### src/rtl/pipe_ctrl_pkg.sv
// Shared definitions for the pipeline controller.
//   state_e       : controller FSM states (ST_STEP only exists when PIPE_STEP_EN is defined)
//   FWD_*         : operand forwarding select codes driven on fwd_a / fwd_b
//   PC_*          : next-PC source codes driven on pc_src
//   STG_*         : bit positions of each pipeline stage in stage_en / stage_rst
//   fwd_select()  : forwarding priority decode for one source operand
package pipe_ctrl_pkg;

  typedef enum logic [2:0] {
    ST_INIT    = 3'd0,
    ST_RUN     = 3'd1,
    ST_MEMWAIT = 3'd2,
    ST_HALT    = 3'd3
`ifdef PIPE_STEP_EN
    ,
    ST_STEP    = 3'd4
`endif
  } state_e;

  localparam logic [1:0] FWD_RF       = 2'd0;
  localparam logic [1:0] FWD_EXE_ALU  = 2'd1;
  localparam logic [1:0] FWD_MEM_ALU  = 2'd2;
  localparam logic [1:0] FWD_MEM_LOAD = 2'd3;

  localparam logic [1:0] PC_NEXT   = 2'd0;
  localparam logic [1:0] PC_JUMP   = 2'd1;
  localparam logic [1:0] PC_BRANCH = 2'd2;

  localparam int STG_IF  = 0;
  localparam int STG_ID  = 1;
  localparam int STG_EXE = 2;

  localparam logic [4:0] STAGES_ALL  = 5'b11111;
  localparam logic [4:0] STAGES_NONE = 5'b00000;

  // The youngest producer wins. A load still in EXE has no data yet, so it
  // is never a forwarding source; that case is the load-use stall instead.
  function automatic logic [1:0] fwd_select(
    input logic [4:0] src,
    input logic [4:0] exe_dst,
    input logic       exe_wen,
    input logic       exe_load,
    input logic [4:0] mem_dst,
    input logic       mem_wen,
    input logic       mem_load
  );
    logic [1:0] sel;
    sel = FWD_RF;
    if (exe_wen && !exe_load && (exe_dst != 5'd0) && (exe_dst == src)) begin
      sel = FWD_EXE_ALU;
    end else if (mem_wen && (mem_dst != 5'd0) && (mem_dst == src)) begin
      sel = mem_load ? FWD_MEM_LOAD : FWD_MEM_ALU;
    end
    return sel;
  endfunction

endpackage

### src/rtl/pipeline_ctrl_if.sv
// Control bundle between the five-stage datapath and pipeline_ctrl.
//   ID-stage decode : addr_rs, addr_rt, rs_used, rt_used, is_jump, is_beq, is_bne, rs_rt_equal
//   EXE/MEM info    : regw_addr_exe, regw_addr_mem, wb_wen_exe, wb_wen_mem, is_load_exe, is_load_mem
//   memory          : mem_req, mem_ack
//   debug           : run, step
//   controls out    : stage_en, stage_rst, fwd_a, fwd_b, pc_src
//   status out      : halted, mem_err, stall_cycles (CNT_W bits)
// master = datapath side, slave = controller side.
interface pipeline_ctrl_if #(
  parameter int CNT_W = 32
);
  logic [4:0]       addr_rs;
  logic [4:0]       addr_rt;
  logic             rs_used;
  logic             rt_used;
  logic             is_jump;
  logic             is_beq;
  logic             is_bne;
  logic             rs_rt_equal;
  logic [4:0]       regw_addr_exe;
  logic [4:0]       regw_addr_mem;
  logic             wb_wen_exe;
  logic             wb_wen_mem;
  logic             is_load_exe;
  logic             is_load_mem;
  logic             mem_req;
  logic             mem_ack;
  logic             run;
  logic             step;
  logic [4:0]       stage_en;
  logic [4:0]       stage_rst;
  logic [1:0]       fwd_a;
  logic [1:0]       fwd_b;
  logic [1:0]       pc_src;
  logic             halted;
  logic             mem_err;
  logic [CNT_W-1:0] stall_cycles;

  modport master (
    output addr_rs, addr_rt, rs_used, rt_used, is_jump, is_beq, is_bne, rs_rt_equal,
           regw_addr_exe, regw_addr_mem, wb_wen_exe, wb_wen_mem, is_load_exe, is_load_mem,
           mem_req, mem_ack, run, step,
    input  stage_en, stage_rst, fwd_a, fwd_b, pc_src, halted, mem_err, stall_cycles
  );

  modport slave (
    input  addr_rs, addr_rt, rs_used, rt_used, is_jump, is_beq, is_bne, rs_rt_equal,
           regw_addr_exe, regw_addr_mem, wb_wen_exe, wb_wen_mem, is_load_exe, is_load_mem,
           mem_req, mem_ack, run, step,
    output stage_en, stage_rst, fwd_a, fwd_b, pc_src, halted, mem_err, stall_cycles
  );
endinterface

### src/rtl/hazard_fwd_unit.sv
// Combinational load-use hazard detection and operand forwarding decode.
//   inputs  : ID source addresses/usage, EXE and MEM destination, write-enable and load flags
//   outputs : hazard_o (load in EXE feeds an operand read in ID), fwd_a_o / fwd_b_o selects
module hazard_fwd_unit
  import pipe_ctrl_pkg::*;
(
  input  logic [4:0] addr_rs_i,
  input  logic [4:0] addr_rt_i,
  input  logic       rs_used_i,
  input  logic       rt_used_i,
  input  logic [4:0] regw_addr_exe_i,
  input  logic [4:0] regw_addr_mem_i,
  input  logic       wb_wen_exe_i,
  input  logic       wb_wen_mem_i,
  input  logic       is_load_exe_i,
  input  logic       is_load_mem_i,
  output logic       hazard_o,
  output logic [1:0] fwd_a_o,
  output logic [1:0] fwd_b_o
);

  logic rs_hit;
  logic rt_hit;

  // Writes to $0 are discarded by the register file, so they never create a dependency.
  assign rs_hit = rs_used_i && (addr_rs_i == regw_addr_exe_i);
  assign rt_hit = rt_used_i && (addr_rt_i == regw_addr_exe_i);

  assign hazard_o = is_load_exe_i && wb_wen_exe_i && (regw_addr_exe_i != 5'd0) &&
                    (rs_hit || rt_hit);

  assign fwd_a_o = fwd_select(addr_rs_i, regw_addr_exe_i, wb_wen_exe_i, is_load_exe_i,
                              regw_addr_mem_i, wb_wen_mem_i, is_load_mem_i);
  assign fwd_b_o = fwd_select(addr_rt_i, regw_addr_exe_i, wb_wen_exe_i, is_load_exe_i,
                              regw_addr_mem_i, wb_wen_mem_i, is_load_mem_i);

endmodule

### src/rtl/pipeline_ctrl.sv
// Five-stage pipeline controller: stage enables/resets, forwarding selects,
// next-PC source, memory-wait timeout and stall performance counter.
//   clk, rst : single clock, asynchronous active-high reset
//   bus      : pipeline_ctrl_if.slave (decode/hazard inputs in, controls and status out)
// Parameters : MEM_TIMEOUT (frozen MEM cycles before error), CNT_W (stall counter width)
// Build option: define PIPE_STEP_EN to add the single-step debug state; the
//   controller then leaves reset into HALT instead of RUN.
module pipeline_ctrl
  import pipe_ctrl_pkg::*;
#(
  parameter int MEM_TIMEOUT = 16,
  parameter int CNT_W       = 32
) (
  input logic            clk,
  input logic            rst,
  pipeline_ctrl_if.slave bus
);

  localparam int WAIT_W = $clog2(MEM_TIMEOUT + 1);
  // The cycle that stalled in RUN is the first frozen cycle, so MEMWAIT gives
  // up once the count of earlier frozen cycles reaches MEM_TIMEOUT-1.
  localparam logic [WAIT_W-1:0] WAIT_LAST = WAIT_W'(MEM_TIMEOUT - 1);

  state_e           state_q, state_d;
  logic [WAIT_W-1:0] wait_q, wait_d;
  logic             err_q, err_d;
  logic [CNT_W-1:0] cnt_q, cnt_d;

  logic       hazard;
  logic [1:0] fwd_a_raw;
  logic [1:0] fwd_b_raw;
  logic       taken;
  logic       mem_stall;

  logic [4:0] en;
  logic [4:0] srst;
  logic [1:0] pc_sel;
  logic       fwd_on;
  logic       halted_w;

  hazard_fwd_unit u_hazard_fwd (
    .addr_rs_i       (bus.addr_rs),
    .addr_rt_i       (bus.addr_rt),
    .rs_used_i       (bus.rs_used),
    .rt_used_i       (bus.rt_used),
    .regw_addr_exe_i (bus.regw_addr_exe),
    .regw_addr_mem_i (bus.regw_addr_mem),
    .wb_wen_exe_i    (bus.wb_wen_exe),
    .wb_wen_mem_i    (bus.wb_wen_mem),
    .is_load_exe_i   (bus.is_load_exe),
    .is_load_mem_i   (bus.is_load_mem),
    .hazard_o        (hazard),
    .fwd_a_o         (fwd_a_raw),
    .fwd_b_o         (fwd_b_raw)
  );

  assign taken = bus.is_jump ||
                 (bus.is_beq && bus.rs_rt_equal) ||
                 (bus.is_bne && !bus.rs_rt_equal);

  assign mem_stall = bus.mem_req && !bus.mem_ack;

`ifndef PIPE_STEP_EN
  logic unused_step;
  assign unused_step = bus.step;
`endif

  always_comb begin
    state_d  = state_q;
    wait_d   = wait_q;
    err_d    = err_q;
    en       = STAGES_ALL;
    srst     = STAGES_NONE;
    pc_sel   = PC_NEXT;
    fwd_on   = 1'b1;
    halted_w = 1'b0;

    case (state_q)
      ST_INIT: begin
        en     = STAGES_NONE;
        srst   = STAGES_ALL;
        fwd_on = 1'b0;
`ifdef PIPE_STEP_EN
        state_d = ST_HALT;
`else
        state_d = ST_RUN;
`endif
      end

      ST_RUN: begin
        // A pending memory access freezes everything, so it outranks the
        // load-use stall, which in turn outranks a redirect.
        if (mem_stall) begin
          en = STAGES_NONE;
          if (MEM_TIMEOUT <= 1) begin
            err_d   = 1'b1;
            wait_d  = '0;
            state_d = ST_HALT;
          end else begin
            wait_d  = WAIT_W'(1);
            state_d = ST_MEMWAIT;
          end
        end else if (hazard) begin
          en[STG_IF]    = 1'b0;
          en[STG_ID]    = 1'b0;
          srst[STG_EXE] = 1'b1;
        end else if (taken) begin
          pc_sel       = bus.is_jump ? PC_JUMP : PC_BRANCH;
          srst[STG_ID] = 1'b1;
        end
      end

      ST_MEMWAIT: begin
        if (bus.mem_ack) begin
          wait_d  = '0;
          state_d = ST_RUN;
        end else begin
          en = STAGES_NONE;
          if (wait_q >= WAIT_LAST) begin
            err_d   = 1'b1;
            wait_d  = '0;
            state_d = ST_HALT;
          end else begin
            wait_d = wait_q + 1'b1;
          end
        end
      end

      ST_HALT: begin
        en       = STAGES_NONE;
        halted_w = 1'b1;
        if (bus.run) begin
          state_d = ST_RUN;
`ifdef PIPE_STEP_EN
        end else if (bus.step) begin
          state_d = ST_STEP;
`endif
        end
      end

`ifdef PIPE_STEP_EN
      ST_STEP: begin
        state_d = ST_HALT;
      end
`endif

      default: begin
        en      = STAGES_NONE;
        srst    = STAGES_ALL;
        fwd_on  = 1'b0;
        state_d = ST_INIT;
      end
    endcase
  end

  // INIT and HALT are not stalls of a running program, so they are not counted.
  always_comb begin
    cnt_d = cnt_q;
    if ((state_q != ST_INIT) && (state_q != ST_HALT) && (en != STAGES_ALL) &&
        (cnt_q != {CNT_W{1'b1}})) begin
      cnt_d = cnt_q + 1'b1;
    end
  end

  always_ff @(posedge clk or posedge rst) begin
    if (rst) begin
      state_q <= ST_INIT;
      wait_q  <= '0;
      err_q   <= 1'b0;
      cnt_q   <= '0;
    end else begin
      state_q <= state_d;
      wait_q  <= wait_d;
      err_q   <= err_d;
      cnt_q   <= cnt_d;
    end
  end

  assign bus.stage_en     = en;
  assign bus.stage_rst    = srst;
  assign bus.fwd_a        = fwd_on ? fwd_a_raw : FWD_RF;
  assign bus.fwd_b        = fwd_on ? fwd_b_raw : FWD_RF;
  assign bus.pc_src       = pc_sel;
  assign bus.halted       = halted_w;
  assign bus.mem_err      = err_q;
  assign bus.stall_cycles = cnt_q;

endmodule

### src/flat_wrapper.sv
// flat-port wrapper written by rule: the top's interface ports become plain ports
module pipeline_ctrl_flat import pipe_ctrl_pkg::*;
#(
  parameter int MEM_TIMEOUT = 16,
  parameter int CNT_W       = 32
)
  (clk, rst, bus_addr_rs, bus_addr_rt, bus_rs_used, bus_rt_used, bus_is_jump, bus_is_beq, bus_is_bne, bus_rs_rt_equal, bus_regw_addr_exe, bus_regw_addr_mem, bus_wb_wen_exe, bus_wb_wen_mem, bus_is_load_exe, bus_is_load_mem, bus_mem_req, bus_mem_ack, bus_run, bus_step, bus_stage_en, bus_stage_rst, bus_fwd_a, bus_fwd_b, bus_pc_src, bus_halted, bus_mem_err, bus_stall_cycles);
  pipeline_ctrl_if #(.CNT_W(CNT_W)) bus_i ();
  input logic clk;
  input logic rst;
  input wire logic [$bits(bus_i.addr_rs)-1:0] bus_addr_rs;
  input wire logic [$bits(bus_i.addr_rt)-1:0] bus_addr_rt;
  input wire logic [$bits(bus_i.rs_used)-1:0] bus_rs_used;
  input wire logic [$bits(bus_i.rt_used)-1:0] bus_rt_used;
  input wire logic [$bits(bus_i.is_jump)-1:0] bus_is_jump;
  input wire logic [$bits(bus_i.is_beq)-1:0] bus_is_beq;
  input wire logic [$bits(bus_i.is_bne)-1:0] bus_is_bne;
  input wire logic [$bits(bus_i.rs_rt_equal)-1:0] bus_rs_rt_equal;
  input wire logic [$bits(bus_i.regw_addr_exe)-1:0] bus_regw_addr_exe;
  input wire logic [$bits(bus_i.regw_addr_mem)-1:0] bus_regw_addr_mem;
  input wire logic [$bits(bus_i.wb_wen_exe)-1:0] bus_wb_wen_exe;
  input wire logic [$bits(bus_i.wb_wen_mem)-1:0] bus_wb_wen_mem;
  input wire logic [$bits(bus_i.is_load_exe)-1:0] bus_is_load_exe;
  input wire logic [$bits(bus_i.is_load_mem)-1:0] bus_is_load_mem;
  input wire logic [$bits(bus_i.mem_req)-1:0] bus_mem_req;
  input wire logic [$bits(bus_i.mem_ack)-1:0] bus_mem_ack;
  input wire logic [$bits(bus_i.run)-1:0] bus_run;
  input wire logic [$bits(bus_i.step)-1:0] bus_step;
  output wire logic [$bits(bus_i.stage_en)-1:0] bus_stage_en;
  output wire logic [$bits(bus_i.stage_rst)-1:0] bus_stage_rst;
  output wire logic [$bits(bus_i.fwd_a)-1:0] bus_fwd_a;
  output wire logic [$bits(bus_i.fwd_b)-1:0] bus_fwd_b;
  output wire logic [$bits(bus_i.pc_src)-1:0] bus_pc_src;
  output wire logic [$bits(bus_i.halted)-1:0] bus_halted;
  output wire logic [$bits(bus_i.mem_err)-1:0] bus_mem_err;
  output wire logic [$bits(bus_i.stall_cycles)-1:0] bus_stall_cycles;
  assign bus_i.addr_rs = bus_addr_rs;
  assign bus_i.addr_rt = bus_addr_rt;
  assign bus_i.rs_used = bus_rs_used;
  assign bus_i.rt_used = bus_rt_used;
  assign bus_i.is_jump = bus_is_jump;
  assign bus_i.is_beq = bus_is_beq;
  assign bus_i.is_bne = bus_is_bne;
  assign bus_i.rs_rt_equal = bus_rs_rt_equal;
  assign bus_i.regw_addr_exe = bus_regw_addr_exe;
  assign bus_i.regw_addr_mem = bus_regw_addr_mem;
  assign bus_i.wb_wen_exe = bus_wb_wen_exe;
  assign bus_i.wb_wen_mem = bus_wb_wen_mem;
  assign bus_i.is_load_exe = bus_is_load_exe;
  assign bus_i.is_load_mem = bus_is_load_mem;
  assign bus_i.mem_req = bus_mem_req;
  assign bus_i.mem_ack = bus_mem_ack;
  assign bus_i.run = bus_run;
  assign bus_i.step = bus_step;
  assign bus_stage_en = bus_i.stage_en;
  assign bus_stage_rst = bus_i.stage_rst;
  assign bus_fwd_a = bus_i.fwd_a;
  assign bus_fwd_b = bus_i.fwd_b;
  assign bus_pc_src = bus_i.pc_src;
  assign bus_halted = bus_i.halted;
  assign bus_mem_err = bus_i.mem_err;
  assign bus_stall_cycles = bus_i.stall_cycles;
  pipeline_ctrl #(.MEM_TIMEOUT(MEM_TIMEOUT), .CNT_W(CNT_W)) u_core (.clk(clk), .rst(rst), .bus(bus_i));
endmodule
### config.mk
export PLATFORM = sky130hd
export DESIGN_NAME = pipeline_ctrl_flat
export DESIGN_NICKNAME = d
export VERILOG_FILES = /design/src/rtl/pipe_ctrl_pkg.sv /design/src/rtl/pipeline_ctrl_if.sv /design/src/rtl/hazard_fwd_unit.sv /design/src/rtl/pipeline_ctrl.sv /design/src/flat_wrapper.sv
export SDC_FILE = /design/constraint.sdc
export NUM_CORES = 1
export LEC_CHECK = 0
export ABC_AREA = 1
export CORE_UTILIZATION = 35
export CTS_CLUSTER_SIZE = 8
export DETAILED_ROUTE_END_ITERATION = 10
export PLACE_DENSITY = 0.65
export SLEW_MARGIN = 5
export SYNTH_ARGS = -nofsm -noshare
export SYNTH_HDL_FRONTEND = slang
export SYNTH_SLANG_ARGS = --single-unit
### constraint.sdc
create_clock -name clk -period 2.5 [get_ports clk]
set_input_delay 0.5 -clock clk [delete_from_list [all_inputs] [get_ports clk]]
set_output_delay 0.5 -clock clk [all_outputs]
set_load 0.02 [all_outputs]
* Word level (Yosys, flattened, before mapping) *
Cells that the tools add are included.

operators by class
  $add $sub $neg = 2
  order comparisons = 1
  equal/unequal tests = 15
  muxes and demuxes = 35
  bitwise gates (word level) = 1
  reductions and logical operators = 34

operator list
  operator                                                           count
  adder 32 x 1 -> 32 bit, second input constant                      1
  inequality test 32 bit, second input constant                      1
  == test 5 bit                                                      6
  2-to-1 mux 2 bit                                                   15
  2-to-1 mux 5 bit                                                   4
  case mux 5 bit (2 select lines)                                    2
  logical AND 1 bit                                                  18
  2-to-1 mux 3 bit                                                   5
  case mux 3 bit (4 select lines)                                    1
  nonzero test 5 bit                                                 2
  2-to-1 mux 1 bit                                                   7
  == test 3 x 2 -> 1 bit, second input constant                      2
  inequality test 3 x 2 -> 1 bit, second input constant              2
  AND reduction 3 bit                                                2
  adder 5 x 1 -> 5 bit, second input constant                        1
  greater-or-equal comparator 5 x 4 -> 1 bit, second input constant  1
  inequality test 5 bit, second input constant                       1
  case mux 2 bit (2 select lines)                                    1
  == test 3 x 1 -> 1 bit, second input constant                      1
  logical NOT 1 bit                                                  3
  logical NOT 3 bit                                                  1
  logical OR 1 bit                                                   3
  nonzero test 3 bit                                                 1
  OR reduction 3 bit                                                 1
  6 further kinds                                                    6

storage, ports and cells
  register bits = 41
  output and inout bits = 50
  word-level logic and storage cells = 92

* Depth between registers and ports, before layout *
  depth in word-level cells = 10
  mapped depth = 12

* By module *
Synthesis repeated with hierarchy kept, for this count alone.

unflattened totals
  cells, all modules = 537
  area total of the unflattened synthesis = 3263.1 sq um

modules (own cells, without submodules)
  module           instances  cells an instance  area each (sq um)
  pipeline_ctrl    1          448                2836.5
  hazard_fwd_unit  1          89                 426.7

* Worst setup path after synthesis *
No wires, ideal clock.

  path kind = input to output
  from = input bus_regw_addr_exe[2]
  to = output bus_stage_en[1]
  data arrival time = 1.858 ns
  path slack = 0.142 ns
  stages = 9
  path buffers = 2
  path through = nor3_1 nand3_1 nand3_1 inv_1 nand2_1 nand2_2 buf_2 a21oi_1 buf_4

on the way
  longest elaborated chain between the ends = 7

RTL lines
  element                                      RTL line                                      RTL
  start, declared                              flat_wrapper.sv:19                            input wire logic [$bits(bus_i.regw_addr_exe)-1:0] bus_regw_addr_exe;
  == test 5 bit, on equally long branches      hazard_fwd_unit.sv:26, hazard_fwd_unit.sv:27
  logical AND 1 bit, on equally long branches  hazard_fwd_unit.sv:26, hazard_fwd_unit.sv:27
  logical OR 1 bit                             hazard_fwd_unit.sv:30                         (rs_hit || rt_hit);
  logical AND 1 bit (*)                        hazard_fwd_unit.sv:29                         assign hazard_o = is_load_exe_i && wb_wen_exe_i && (regw_addr_exe_i != 5'd0) &&
  2-to-1 mux 2 bit (*)                         pipeline_ctrl.sv:103                          end else if (hazard) begin
  2-to-1 mux 2 bit (*)                         pipeline_ctrl.sv:93                           if (mem_stall) begin
  case mux 5 bit (2 select lines) (*)          pipeline_ctrl.sv:78                           case (state_q)
  end, declared                                flat_wrapper.sv:29                            output wire logic [$bits(bus_i.stage_en)-1:0] bus_stage_en;

Mark *: on every way between the ends. The rest lies on a longest branch, timed or not.

* Worst setup path in the final report *
  from = input bus_regw_addr_mem[0]
  to = output bus_fwd_b[0]

on the way
  longest elaborated chain between the ends = 6

RTL lines
  element                RTL line              RTL
  start, declared        flat_wrapper.sv:20    input wire logic [$bits(bus_i.regw_addr_mem)-1:0] bus_regw_addr_mem;
  nonzero test 5 bit     pipe_ctrl_pkg.sv:51   end else if (mem_wen && (mem_dst != 5'd0) && (mem_dst == src)) begin
  logical AND 1 bit      pipe_ctrl_pkg.sv:51
  logical AND 1 bit (*)  pipe_ctrl_pkg.sv:51
  2-to-1 mux 2 bit (*)   pipe_ctrl_pkg.sv:51
  2-to-1 mux 2 bit (*)   pipe_ctrl_pkg.sv:49   if (exe_wen && !exe_load && (exe_dst != 5'd0) && (exe_dst == src)) begin
  2-to-1 mux 2 bit (*)   pipeline_ctrl.sv:182  assign bus.fwd_b = fwd_on ? fwd_b_raw : FWD_RF;
  end, declared          flat_wrapper.sv:32    output wire logic [$bits(bus_i.fwd_b)-1:0] bus_fwd_b;

Marked as above.

==> metrics.md <==
| Metric | Value |
|---|---|
| Smallest hold slack | 483 ps |
| Critical-path maximum fanout | 2 |
| Number of rows in the core area | 34 |
| Core footprint | 8890 sq um |
| Total Die Area | 9750 sq um |
| Via-per-instance ratio | 5.09 |
| NetSw | 0.00150 W |
| Worst path arrival time | 1930 ps |
| Number of I/O pins | 86 |
| Number of iterations in the first detailed-routing pass | 5 |
| DR vias | 3673 |
| Number of enable flip-flop cells after synthesis | 0 |
| Setup slack, reg-to-reg | 350 ps |
| Number of antenna violations at the first check in global routing | 0 |
| Synth Register Bits | 40 |
| Final hold viol count | 0 |
| Number of filler instances in the final layout | 916 |
| Number of global-route vias before repair | 3627 |
| HPWL Detailed | 7690 um |
| RSZ-0062 raised after global routing | yes |
| Setup-violating endpoint count in the final report | 0 |
| PnR Total Power | 0.00305 W |
| P per Cell Area | 676 nW/um^2 |
| Cell area after synthesis | 3280 sq um |
| DRT antenna net count | 0 |
| H-tree levels | 2 |
| Clock tree root buffer cell | clkbuf_8 |
| RePlAce Congestion | 0.921 |
| Leading register cell type out of synthesis | dfrtp_1 |
| Post-synth ARST share | 100% |
| Initial core utilization | 36.9% |
| Leakage | 2.25 nW |
| Part of the total power dissipated in combinational logic | 59.2% |
| Worst setup margin | 65.9 ps |
| Die H | 98.8 um |
| Complex-gate fraction of the synthesized area | 3.78% |
| Synth warnings | 0 |
| Origin of the worst setup path | bus_regw_addr_mem[0] |
| Clock network fraction of design power | 15.0% |
| Critical Path Start Type | input port |
| Clock tree from TritonCTS | built |
| Total clock sinks | 40 |
| Count of max-cap constraint violations | 0 |
| Fraction of final layout cells sized beyond drive strength 1 | 12.5% |
| Worst hold-check path type | reg2reg |
| Final max-slew violation count | 0 |
| Width of the chip | 98.8 um |
| Worst hold path startpoint | u_core.bus.mem_err$_DFFE_PP0P_ |
| Total clock buffers created by CTS | 5 |
| Final worst path period share | 97.4% |
| Final core area utilization | 50.8% |
| VDD IR-drop max | 0.567 mV |
| Internal power | 0.00155 W |
| Growth of design area from synthesis to finish | 37.8% |
| Post-cts hold buffer count | 0 |
| Most frequent standard cell in the layout excluding fill and tap cells | nand2_1 |
| Portion of netlist area occupied by mux cells | 0% |
| Wire length of the first global-routing pass | 16900 um |
| Headroom to the max-slew limit | 44.7% |
| Minimum clock period | 2430 ps |
| Reg-to-reg startpoint | u_core.bus.stall_cycles[1]$_DFFE_PP0P_ |
| Sequential cell area fraction in the yosys report | 30.5% |
| Maximum number of pins on one net before global-route repair | 41 |
| Leading cell types in the layout, fill and taps excluded | nand2_1 (193), clkdlybuf4s50_1 (56), inv_1 (52) |
| Final-stage net count | 657 |
| Bufs on Longest Clock Path | 2 |
| Adder and majority gate portion of the synthesized area | 3.05% |
| Net count of the mapped netlist | 550 |
| Simple-Gate Fraction of Synth Area | 44.7% |
| Xor/xnor cell area share of the yosys netlist | 8.02% |
| Post-route clock skew | 14.4 ps |
| Run status | finished, final reports clean |
| Highest clock rate | 411 MHz |
| Fin area | 4510 sq um |
| Routed wire length | 10200 um |
| DR DRC count | 0 |
| Critical path start-end classification | in2out |
| Clock insertion delay at the later pin of the skew report | 300 ps |
| Worst Path Required | 2000 ps |
| Worst slack at placement | -621 ps |
| Average wire per standard cell | 14.2 um |
| Diode count | 0 |
| Sequential fraction of design power | 25.8% |
| GRT Resource Usage Total | 21.4% |
| Count of distinct cell types in the synthesized netlist | 34 |
| Switching share of power | 49.2% |
| Post-Synthesis Mean Instance Area | 6.48 sq um |
| Combinational family with the most area after synthesis | simple AND/OR/NAND/NOR gates |
| Final global-route overflow total | 0 |
| Endpoint class of the critical path | output port |
| Slew of the pin with the lowest slew margin | 828 ps |
| Detailed router's first-iteration violation count | 211 |
| Post-place instance area | 4380 sq um |
| Number of buffer cells added on primary ports | 84 |
| Number of standard cells after synthesis | 506 |
| Clk pin slew, worst setup/hold paths | 90 ps |
## registers in the layout (all words and copies together) (netlist names)
| signal | flops |
|---|---|
| u_core.bus.stall_cycles | 32 |
| u_core.wait_q | 5 |
| u_core.state_q | 2 |
| u_core.bus.mem_err | 1 |
## critical path, cell delays in order
cell and delay (ps):
clkdlybuf4s50_1 410, or2_2 310, o41ai_2 300, nor2_1 110, nand3_1 70, o21ai_0 70, buf_2 160
## logic make-up after synthesis
group                      count (synthesis)
buffers and inverters                     74
xor gates and xnor gates                  30
AOI/OAI and AO/OA                         21
DFF                                       40
and+or+nand+nor                          333
adders and majority gates                  8
## repair_timing
action	4_1_cts	5_1_grt
pin swaps	1	9
gates cloned	0	1
setup buffers	0	2
gates resized for setup	66	14
endpoints found under the setup margin	13	44
## synthesized netlist by cell type (all sizes together) (2+ instances only)
| library cell | n | area [sq um] |
|---|---|---|
| nand2 | 196 | 746 |
| inv | 56 | 210 |
| nor2 | 55 | 224 |
| dfrtp | 40 | 1000 |
| nand4 | 37 | 231 |
| xor2 | 24 | 210 |
| nand3 | 22 | 133 |
| nor3 | 17 | 90.1 |
| buf | 14 | 96.3 |
| o21ai | 9 | 45.0 |
| ha | 8 | 100 |
| xnor2 | 6 | 52.6 |
| a21oi | 5 | 25.0 |
| nand3b | 4 | 30.0 |
| clkbuf | 3 | 11.3 |
| o21a | 2 | 15.0 |
| o31ai | 2 | 15.0 |
| or2 | 2 | 12.5 |
## worst paths after layout
kind | to | depth (start not counted)
max | bus_fwd_b[0] | 7
min | u_core.bus.mem_err$_DFFE_PP0P_ | 1
max reg2reg | u_core.bus.stall_cycles[15]$_DFFE_PP0P_ | 10
min reg2reg | u_core.bus.mem_err$_DFFE_PP0P_ | 1
max in group asynchronous | u_core.bus.stall_cycles[19]$_DFFE_PP0P_ | 3
min in group asynchronous | u_core.bus.stall_cycles[5]$_DFFE_PP0P_ | 3
## final cells by class
class	instances	area, sq um	share of cell area, %
inverter	57	215	4.77
multi-input combinational	393	2000	44.3
sequential	40	1000	22.2
timing repair buffer	116	1070	23.7
clock inverter	3	23.8	0.527
tap	108	135	2.99
clock buffer	5	68.8	1.52
## routing by layer
| layer | GRT usage [%] | up-vias | wire length, um |
|---|---|---|---|
| met5 | 0 | - | 0 |
| met4 | 7.35 | 0 | 267 |
| met3 | 3.05 | 22 | 421 |
| met2 | 35.3 | 115 | 4790 |
| met1 | 28.7 | 1717 | 4770 |
| li1 | - | 1819 | - |
## through the flow
stage	instances	TNS (ps)
floorplan	506	0
global placement	711	-10060
detailed placement	711	-13680
CTS	719	0
global route	722	-18.2
finish	722	0
## power groups by stage
stage	registers, W	clock network, W	logic [W]
after floorplan	0.000838	0	0.00113
after global placement	0.000799	0	0.00177
after detailed placement	0.000802	0	0.00180
after CTS	0.000790	0.000478	0.00175
after global routing	0.000800	0.000502	0.00197
final	0.000789	0.000458	0.00181
Note: power is estimated with default switching activity, not from simulation.
